`config.mk`:
```
export PLATFORM = sky130hd
export DESIGN_NAME = pipeline_perf_monitor_flat
export DESIGN_NICKNAME = d
export VERILOG_FILES = /design/src/rtl/pipeline_perf_monitor_if.sv /design/src/rtl/pipeline_perf_monitor.sv /design/src/flat_wrapper.sv
export SDC_FILE = /design/constraint.sdc
export NUM_CORES = 1
export LEC_CHECK = 0
export CAP_MARGIN = 10
export CELL_PAD_IN_SITES_DETAIL_PLACEMENT = 0
export CELL_PAD_IN_SITES_GLOBAL_PLACEMENT = 2
export CORE_ASPECT_RATIO = 0.7
export CORE_MARGIN = 3
export CORE_UTILIZATION = 30
export DETAILED_ROUTE_END_ITERATION = 16
export GPL_TIMING_DRIVEN = 0
export PLACE_DENSITY = 0.89
export SYNTH_ARGS = -nofsm -noshare
export SYNTH_HDL_FRONTEND = slang
export SYNTH_SLANG_ARGS = --single-unit
```
`constraint.sdc`:
```
create_clock -name clk_i -period 3.85 [get_ports clk_i]
set_input_delay 0.385 -clock clk_i [delete_from_list [all_inputs] [get_ports clk_i]]
set_output_delay 0.385 -clock clk_i [all_outputs]
set_load 0.02 [all_outputs]
```
`src/rtl/pipeline_perf_monitor_if.sv`:
```
// Hazard/control/PC taps from the CPU into the performance monitor, plus the
// monitor's registered statistics.
interface pipeline_perf_monitor_if #(
    parameter int CNT_W = 32
);
    logic             start_i;
    logic             clear_i;
    logic             stall_i;
    logic             branch_i;
    logic             flush_i;
    logic [31:0]      pc_i;
    logic [CNT_W-1:0] cycle_cnt_o;
    logic [CNT_W-1:0] stall_cnt_o;
    logic [CNT_W-1:0] flush_cnt_o;
    logic [31:0]      last_pc_o;
    logic             busy_o;
    logic             halt_o;

    modport master (
        output start_i, clear_i, stall_i, branch_i, flush_i, pc_i,
        input  cycle_cnt_o, stall_cnt_o, flush_cnt_o, last_pc_o, busy_o, halt_o
    );

    modport slave (
        input  start_i, clear_i, stall_i, branch_i, flush_i, pc_i,
        output cycle_cnt_o, stall_cnt_o, flush_cnt_o, last_pc_o, busy_o, halt_o
    );
endinterface

```
`src/rtl/pipeline_perf_monitor.sv`:
```
// Counts run cycles, load-use stalls and branch flushes of the pipelined CPU and
// raises halt after MAX_CYCLES counted cycles (0 = run forever).
module pipeline_perf_monitor #(
    parameter int          CNT_W      = 32,
    parameter int unsigned MAX_CYCLES = 30
) (
    input  logic                    clk_i,
    input  logic                    rst_i,
    pipeline_perf_monitor_if.slave  mon
);
    typedef enum logic [1:0] {IDLE, RUN, PAUSE, DONE} state_t;

    localparam logic [CNT_W-1:0] SAT     = '1;
    localparam logic [CNT_W-1:0] HALT_AT = CNT_W'((MAX_CYCLES == 0) ? 0 : MAX_CYCLES - 1);

    generate
        if (CNT_W < 8 || CNT_W > 32) begin : g_bad_width
            $error("CNT_W must be in 8..32");
        end
        if (64'(MAX_CYCLES) >= (64'd1 << CNT_W)) begin : g_bad_max
            $error("MAX_CYCLES must be below 2**CNT_W");
        end
    endgenerate

    state_t           state, state_nxt;
    logic             count_en;
    logic             busy, halt;
    logic [CNT_W-1:0] cycle_cnt, stall_cnt, flush_cnt;
    logic [31:0]      last_pc;

    function automatic logic [CNT_W-1:0] sat_inc(input logic [CNT_W-1:0] v);
        return (v == SAT) ? v : v + CNT_W'(1);
    endfunction

    always_ff @(posedge clk_i) begin
        if (rst_i) state <= IDLE;
        else       state <= state_nxt;
    end

    always_comb begin
        state_nxt = state;
        if (mon.clear_i) begin
            state_nxt = IDLE;
        end else begin
            case (state)
                IDLE:  if (mon.start_i) state_nxt = RUN;
                PAUSE: if (mon.start_i) state_nxt = RUN;
                RUN: begin
                    if (!mon.start_i)
                        state_nxt = PAUSE;
                    // the edge that reaches MAX_CYCLES is still counted
                    else if (MAX_CYCLES != 0 && cycle_cnt == HALT_AT)
                        state_nxt = DONE;
                end
                DONE:    state_nxt = DONE;
                default: state_nxt = IDLE;
            endcase
        end
    end

    always_comb begin
        busy     = (state == RUN);
        halt     = (state == DONE);
        count_en = (state == RUN) && mon.start_i && !mon.clear_i;
    end

    always_ff @(posedge clk_i) begin
        if (rst_i || mon.clear_i) begin
            cycle_cnt <= '0;
            stall_cnt <= '0;
            flush_cnt <= '0;
            last_pc   <= '0;
        end else if (count_en) begin
            cycle_cnt <= sat_inc(cycle_cnt);
            // a stall raised under a branch is a branch bubble, not a load-use stall
            if (mon.stall_i && !mon.branch_i) stall_cnt <= sat_inc(stall_cnt);
            if (mon.flush_i)                  flush_cnt <= sat_inc(flush_cnt);
            last_pc <= mon.pc_i;
        end
    end

    assign mon.cycle_cnt_o = cycle_cnt;
    assign mon.stall_cnt_o = stall_cnt;
    assign mon.flush_cnt_o = flush_cnt;
    assign mon.last_pc_o   = last_pc;
    assign mon.busy_o      = busy;
    assign mon.halt_o      = halt;
endmodule

```
`src/flat_wrapper.sv`:
```
// flat-port wrapper written by rule: the top's interface ports become plain ports
module pipeline_perf_monitor_flat 
#(
    parameter int          CNT_W      = 32,
    parameter int unsigned MAX_CYCLES = 30
)
  (clk_i, rst_i, mon_start_i, mon_clear_i, mon_stall_i, mon_branch_i, mon_flush_i, mon_pc_i, mon_cycle_cnt_o, mon_stall_cnt_o, mon_flush_cnt_o, mon_last_pc_o, mon_busy_o, mon_halt_o);
  pipeline_perf_monitor_if #(.CNT_W(CNT_W)) mon_i ();
  input  logic clk_i;
  input  logic rst_i;
  input wire logic [$bits(mon_i.start_i)-1:0] mon_start_i;
  input wire logic [$bits(mon_i.clear_i)-1:0] mon_clear_i;
  input wire logic [$bits(mon_i.stall_i)-1:0] mon_stall_i;
  input wire logic [$bits(mon_i.branch_i)-1:0] mon_branch_i;
  input wire logic [$bits(mon_i.flush_i)-1:0] mon_flush_i;
  input wire logic [$bits(mon_i.pc_i)-1:0] mon_pc_i;
  output wire logic [$bits(mon_i.cycle_cnt_o)-1:0] mon_cycle_cnt_o;
  output wire logic [$bits(mon_i.stall_cnt_o)-1:0] mon_stall_cnt_o;
  output wire logic [$bits(mon_i.flush_cnt_o)-1:0] mon_flush_cnt_o;
  output wire logic [$bits(mon_i.last_pc_o)-1:0] mon_last_pc_o;
  output wire logic [$bits(mon_i.busy_o)-1:0] mon_busy_o;
  output wire logic [$bits(mon_i.halt_o)-1:0] mon_halt_o;
  assign mon_i.start_i = mon_start_i;
  assign mon_i.clear_i = mon_clear_i;
  assign mon_i.stall_i = mon_stall_i;
  assign mon_i.branch_i = mon_branch_i;
  assign mon_i.flush_i = mon_flush_i;
  assign mon_i.pc_i = mon_pc_i;
  assign mon_cycle_cnt_o = mon_i.cycle_cnt_o;
  assign mon_stall_cnt_o = mon_i.stall_cnt_o;
  assign mon_flush_cnt_o = mon_i.flush_cnt_o;
  assign mon_last_pc_o = mon_i.last_pc_o;
  assign mon_busy_o = mon_i.busy_o;
  assign mon_halt_o = mon_i.halt_o;
  pipeline_perf_monitor #(.CNT_W(CNT_W), .MAX_CYCLES(MAX_CYCLES)) u_core (.clk_i(clk_i), .rst_i(rst_i), .mon(mon_i));
endmodule
```
After elaboration in Yosys (flattened, before gate mapping)
Cells that the tools add are included.
- output and inout port bits: 130
- register bits: 130
- logic and storage cells: 37
- input port bits: 39
- bitwise logic cells: 3
- reduce and logical (&&, ||, !) cells: 13
- equality and inequality tests: 9
- muxes and demuxes: 4
- add/sub/neg operators: 3
- operator list (kind ; number):
    $add 32x1->32 const B ; 3
    $eq 32x32->1 const B ; 3
    $eq 32x5->1 const B ; 1
    $mux 2 ; 3
    $pmux 2 s3 ; 1
    $reduce_and 3->1 ; 2
    $eq 2x2->1 const B ; 2
    $reduce_and 2->1 ; 2
    $reduce_or 2->1 ; 2
    $logic_and 1x1->1 ; 3
    $ne 3x2->1 const B ; 1
    $not 1->1 ; 3
    $eq 2x1->1 const B ; 1
    $logic_not 1->1 ; 2
    $logic_not 2->1 ; 1
    $ne 2x1->1 const B ; 1
    $logic_or 1x1->1 ; 1

Longest topological paths before layout
Gate-level depths: netlist of run 1.
- depth after elaboration: 4
- mapped depth: 8

Least setup slack after synthesis of run 1
No wires, ideal clock.
- kind: flip-flop to flip-flop
- start point: register u_core.flush_cnt[0] (netlist: u_core.mon.flush_cnt_o[0])
- end point: register u_core.flush_cnt[30] (netlist: u_core.mon.flush_cnt_o[30])
- slack: 1.587 ns
- cell stages (with the launch flop): 8
- data arrival time: 2.192 ns
- data required time: 3.780 ns
- cells stage by stage: dfxtp_1 > ha_1 > and4_1 > nand4_4 > or4b_1 > clkbuf_1 > or3_1 > a21oi_1
- longest elaborated chain between the ends: 3
- ends and longest elaborated chain (what ; line ; RTL):
    start: declaration ; pipeline_perf_monitor.sv:28 ; logic [CNT_W-1:0] cycle_cnt, stall_cnt, flush_cnt;
    start signal: assignment ; pipeline_perf_monitor.sv:77 ; if (mon.flush_i) flush_cnt <= sat_inc(flush_cnt);
    parallel branches: the longest is 3 deep, another holds $add 32x1->32 ; n/a ;
Parallel ways; which one is timed is not known.
A chain may end at the register's enable or synchronous reset.

Worst setup path after layout of run 1
- start point: register u_core.flush_cnt[1] (netlist: u_core.mon.flush_cnt_o[1])
- end point: register u_core.flush_cnt[5] (netlist: u_core.mon.flush_cnt_o[5])
Same word-level chain as after synthesis.

==> results of run 1 <==
## synth_stat cells, types with 12 or more instances
| library cell | instances | area (µm²) |
|---|---|---|
| or3_1 | 49 | 307 |
| nand2_1 | 134 | 503 |
| nand3_1 | 26 | 130 |
| o31ai_1 | 29 | 218 |
| nand4_1 | 35 | 219 |
| a21oi_1 | 98 | 490 |
| clkbuf_1 | 33 | 124 |
| dfxtp_1 | 130 | 2600 |
| nor2_1 | 18 | 67.6 |
| and3_1 | 12 | 75.1 |
| or4_1 | 34 | 255 |
| nor4_1 | 18 | 113 |
| o21ai_0 | 35 | 175 |
## worst max-delay path: stages (launching register included)
cell	delay, ns
dfxtp_1	0.43
ha_1	0.23
and4_1	0.33
nand2_1	0.10
nor4_2	0.66
clkbuf_1	0.42
buf_2	0.30
o21ai_0	0.13
a21oi_1	0.13
## cell usage in the layout, fill, tap and decap left out, types with 6 or more instances in the layout
cell type        count
and4_1              11
inv_1               11
nand2_1            134
and3_1              12
o31ai_1             29
clkbuf_1            34
nor3_1               9
nand4_1             35
o21ai_0             35
or3_1               49
a21oi_1             98
or4_1               34
o21a_1               6
nor4_1              18
dfxtp_1            130
o211ai_1             7
clkbuf_16           17
nor2_1              18
nand3_1             26
mux2i_1             11
and2_1               6
clkdlybuf4s50_1    168
## routing by layer
metal | vias up | track usage | share of wire | wire length (µm)
met5 | - | 0 | 0 | 0
met4 | 0 | 0.0490 | 0.0080 | 177
met2 | 197 | 0.266 | 0.41 | 8980
li1 | 3272 | - | - | -
met1 | 3167 | 0.310 | 0.53 | 11600
met3 | 10 | 0.0455 | 0.061 | 1350
## worst max-delay path by stage
stage	start	endpoint	slack, ns
3_3_place_gp	mon_start_i	u_core.mon.stall_cnt_o[15]	0.79
3_5_place_dp	mon_start_i	u_core.mon.stall_cnt_o[15]	0.77
4_1_cts	u_core.mon.flush_cnt_o[1]	u_core.mon.flush_cnt_o[29]	1.06
6_report	u_core.mon.flush_cnt_o[1]	u_core.mon.flush_cnt_o[5]	1.05
5_1_grt	u_core.mon.flush_cnt_o[0]	u_core.mon.flush_cnt_o[0]	0.73
2_1_floorplan	u_core.mon.flush_cnt_o[0]	u_core.mon.flush_cnt_o[30]	1.59
## registers in the layout, indices dropped and copies added, names as in the netlist
signal,count
u_core.mon.cycle_cnt_o,32
u_core.mon.flush_cnt_o,32
u_core.mon.last_pc_o,32
u_core.mon.stall_cnt_o,32
u_core.state,2
## through the flow
stage | total power (W) | hold slack [ns] | cell area (µm²) | setup slack (ns)
3_5_place_dp | 0.00150 | 0.446 | 8260 | 0.771
4_1_cts | 0.00307 | 0.454 | 8810 | 1.06
2_1_floorplan | 0.00143 | 0.509 | 6240 | 1.59
3_3_place_gp | 0.00150 | 0.441 | 8260 | 0.793
6_report | 0.00304 | 0.451 | 8810 | 1.05
5_1_grt | 0.00314 | 0.473 | 8810 | 0.729
## area by class of cell
type	instances	area, µm²	area share
Buffer	43	181	0.0206
Clock buffer	23	498	0.0565
Clock inverter	6	55.1	0.00625
Inverter	11	41.3	0.00469
Multi-Input combinational cell	587	3410	0.387
Sequential cell	130	2600	0.295
Tap cell	270	338	0.0383
Timing Repair Buffer	168	1680	0.191
## cells by family (layout without fill, tap and decap cells)
family	after synthesis	in the layout	share of synthesized area
mux	11	11	0.0177
simple gates	373	373	0.330
xor+xnor	6	6	0.00842
flops	130	130	0.417
compound gates	193	193	0.183
buf+inv	54	251	0.0357
fa+ha+maj	4	4	0.00802
## report_power, final
part / internal, W / total, W / switching, W
logic: 0.0000526 / 0.000119 / 0.0000664
clock network: 0.000958 / 0.00157 / 0.000607
registers: 0.00135 / 0.00135 / 0.00000260
==> flow_summary.json, run 1 <==
{
  "outcome": "finished, final reports clean",
  "layout-drive-gt1-share": 0.0506,
  "rows": 43,
  "fmax_ghz": 0.358,
  "grt_pass1_wl_um": 35100,
  "finalSetupViolCount": 0,
  "hold_depth": 2,
  "gp_congestion": 0.819,
  "n_fill_cell": 2070,
  "initial_utilization": 0.310,
  "tightest_slew_ns": 1.00,
  "dieArea_um2": 22600,
  "hold_class": "flip-flop to flip-flop",
  "whs_endpoint": "u_core.mon.last_pc_o[2]",
  "num_vias": 6646,
  "period_minus_slack_ns": 2.80,
  "maxCapViolCount": 0,
  "numCtsBuffers": 17,
  "cp_data_arrival_time_ns": 3.14,
  "crit_required_ns": 4.19,
  "drtIter0Drc": 575,
  "ys_warn_count": 0,
  "hold_viol_final": 0,
  "cts_hold_buf": 0,
  "ioPinCount": 169,
  "async_flop_share": 0,
  "fin_skew_ns": 0.0134,
  "ys_types": 54,
  "synth_fp_nets": 814,
  "cts_tree": "built",
  "synth_flop_cell": "dfxtp_1",
  "end_kind": "flip-flop",
  "cts-root-buf": "clkbuf_16",
  "placed_cells": 1209,
  "final_core_util": 0.438,
  "htreeDepth": 4,
  "fin_nets": 1001,
  "ant_nets": 0,
  "powerDensity_nw_per_um2": 345,
  "clk_latency_ns": 0.42,
  "crit_fanout": 10,
  "wirelength_um": 22100,
  "p_leak_nw": 2.63,
  "grtUsageTotal": 0.197,
  "drc": 0,
  "grt_overflow": 0,
  "routedWlPerCell_um": 17.9,
  "synth_edf_count": 0,
  "antenna_cells": 0,
  "via_per_inst": 5.37,
  "fin_crit_sh": 0.726,
  "vdd_drop_max_mv": 0.249,
  "rrSetupSlack_ns": 1.05,
  "critical_path_class": "flip-flop to flip-flop",
  "syn_avg_cell_area_um2": 8.09,
  "clk_pin_slew_ns": 0.06,
  "grt_setup_unrepaired": "no",
  "portBuffers": 168,
  "cp-start-kind": "flip-flop",
  "synth_area_um2": 6240,
  "cts_resized": 0,
  "antenna_found_initial": 0,
  "post-cts-setup-buffer-count": 0,
  "die_h_um": 127,
  "fp.coreArea_um2": 20100,
  "r2r_cells": 8,
  "area_growth_pct": 41.2,
  "ys_ff_latch": 130,
  "synth_cells": 771,
  "fin_cells": 1238,
  "firstDrtPassIters": 5,
  "worstReg2RegEnd": "u_core.mon.flush_cnt_o[5]",
  "cts_buffer_depth": 2,
  "grt_pass1_vias": 6098,
  "drv_slew": 0,
  "dieWidth_um": 178,
  "grt_max_degree": 17,
  "dp_hpwl_um": 16200,
  "hold_start": "u_core.mon.last_pc_o[2]",
  "fin_tns_setup_ns": 0,
  "max-slew-margin-rel": 0.329,
  "ys_seq_area_frac": 0.417,
  "r2r-start": "u_core.mon.flush_cnt_o[1]",
  "clock-sinks": 130
}
Power figures use the tool's default switching activity.
==> run 2: changes to the inputs <==
--- a/config.mk
+++ b/config.mk
@@ -10,10 +10,10 @@
 export CELL_PAD_IN_SITES_GLOBAL_PLACEMENT = 2
 export CORE_ASPECT_RATIO = 0.7
 export CORE_MARGIN = 3
-export CORE_UTILIZATION = 30
+export CORE_UTILIZATION = 25
 export DETAILED_ROUTE_END_ITERATION = 16
 export GPL_TIMING_DRIVEN = 0
-export PLACE_DENSITY = 0.89
+export PLACE_DENSITY = 0.8
 export SYNTH_ARGS = -nofsm -noshare
 export SYNTH_HDL_FRONTEND = slang
 export SYNTH_SLANG_ARGS = --single-unit
==> constraint.sdc (replaced) <==
create_clock -name clk_i -period 2.5 [get_ports clk_i]
set_input_delay 0.25 -clock clk_i [delete_from_list [all_inputs] [get_ports clk_i]]
set_output_delay 0.25 -clock clk_i [all_outputs]
set_load 0.02 [all_outputs]
==> flow_summary.json, run 2 (synthesis results as in run 1) <==
{
  "hold_ws_ns": 0.372,
  "drc": 0,
  "final_common_cell": "clkdlybuf4s50_1",
  "antenna_cells": 0,
  "die_h_um": 138,
  "portBuffers": 168,
  "mostFrequentLayoutCells": "168 x clkdlybuf4s50_1, 133 x nand2_1, 122 x dfxtp_1",
  "cts_tree": "built",
  "critPathLaunch": "mon_start_i",
  "grt_overflow": 0,
  "cp_data_arrival_time_ns": 2.78,
  "whs_endpoint": "u_core.mon.last_pc_o[12]",
  "rrSetupSlack_ns": 0.11,
  "outcome": "finished, final reports clean",
  "fin_skew_ns": 0.0109,
  "layout-drive-gt1-share": 0.0871,
  "firstDrtPassIters": 5,
  "dieWidth_um": 195,
  "clk_latency_ns": 0.42,
  "fin_crit_sh": 0.970,
  "maxCapViolCount": 0,
  "crit_fanout": 10,
  "fin_tns_setup_ns": 0,
  "fp.coreArea_um2": 24100,
  "initial_utilization": 0.259,
  "ioPinCount": 169,
  "hold_depth": 3,
  "clock-sinks": 130,
  "max-slew-margin-rel": 0.308,
  "fin_nets": 1006,
  "hold_class": "input port to flip-flop",
  "rows": 47,
  "crit_required_ns": 2.85,
  "grt_max_degree": 17,
  "drv_slew": 0,
  "num_vias": 6637,
  "via_per_inst": 5.13,
  "hold_viol_final": 0,
  "multiInputGateArea_um2": 3510,
  "routedWlPerCell_um": 18.0,
  "numCtsBuffers": 17,
  "powerDensity_nw_per_um2": 547,
  "grtUsageTotal": 0.168,
  "power_w": 0.00499,
  "end_kind": "flip-flop",
  "cts_hold_buf": 0,
  "post-place-ws_ns": -0.519,
  "area_growth_pct": 46.1,
  "htreeDepth": 4,
  "antenna_found_initial": 0,
  "period_minus_slack_ns": 2.43,
  "grt_pass1_wl_um": 36000,
  "cts_buffer_depth": 2,
  "gp_congestion": 0.769,
  "grt_pass1_vias": 6102,
  "p_leak_nw": 2.75,
  "r2r-start": "u_core.mon.cycle_cnt_o[3]",
  "cts-root-buf": "clkbuf_16",
  "cp-start-kind": "input port",
  "r2r_cells": 5,
  "wirelength_um": 23300,
  "vdd_drop_max_mv": 0.461,
  "fmax_ghz": 0.412,
  "dieArea_um2": 26900,
  "worstReg2RegEnd": "u_core.mon.cycle_cnt_o[25]",
  "ff_latch_area_um2": 2610,
  "finalSetupViolCount": 0,
  "ant_nets": 0,
  "n_fill_cell": 2479,
  "drtIter0Drc": 433,
  "clk_pin_slew_ns": 0.06,
  "setup_slack_ns": 0.0738,
  "hold_start": "mon_pc_i[12]",
  "tightest_slew_ns": 1.03,
  "dp_hpwl_um": 17100,
  "critical_path_class": "input port to flip-flop"
}
[run 2: cell types whose count changed in the layout (fill, tap and decap cells not counted), moves of 3 or more]
cell       delta
clkbuf_8      -3
clkbuf_1      -8
bufinv_16     +3
clkinv_4      +3
nor4_1        -3
dfxtp_1       -8
buf_4         +8
clkbuf_2      +4
dfxtp_2       +8
[run 2: report_power, final]
part | total (W) | switching [W] | internal [W]
Sequential | 0.00208 | 0.00000395 | 0.00208
Clock | 0.00272 | 0.00100 | 0.00172
Combinational | 0.000185 | 0.000104 | 0.0000813
[run 2: area by class of cell]
cell class / count / area share
tap: 318 / 0.0437
clock inverter: 13 / 0.0200
sequential: 130 / 0.287
buffer: 42 / 0.0209
inverter: 11 / 0.00453
multi-input combinational: 587 / 0.385
timing repair buffer: 174 / 0.189
clock buffer: 19 / 0.0497
[run 2: worst max-delay path by stage]
stage,end,depth (start not counted),slack [ns]
after floorplan,u_core.mon.flush_cnt_o[30],7,0.24
after global placement,u_core.mon.stall_cnt_o[15],8,-0.52
after detailed placement,u_core.mon.stall_cnt_o[15],8,-0.52
after CTS,u_core.mon.flush_cnt_o[30],7,0.02
after global routing,u_core.mon.flush_cnt_o[3],8,-0.008
final,u_core.mon.cycle_cnt_o[25],7,0.07
[run 2: per-stage QoR]
step	std cells	cell area, µm²	util
after floorplan	771	6240	-
after global placement	1257	8320	0.346
after detailed placement	1257	8320	0.346
after CTS	1291	9020	0.375
after global routing	1294	9110	0.379
final	1294	9110	0.379
[run 2: what timing repair did]
action	4_1_cts	5_1_grt
gates resized for setup	11	28
setup buffers	2	4
setup endpoints to repair	45	75
pin swaps	2	3
endpoints found under the hold margin	0	0
[run 2: metal layers]
metal,GRT usage,vias to the layer above,routed length (µm)
li1,-,3288,-
met5,0,-,0
met4,0.0304,0,211
met3,0.0404,16,1420
met2,0.245,202,9750
met1,0.254,3131,11900
[run 2: worst max-delay path: stages]
cell and delay, ns:
clkdlybuf4s50_1 0.65, and4bb_2 0.32, buf_6 0.17, nand3_1 0.20, or4_4 0.57, or4_1 0.48, a21oi_1 0.15
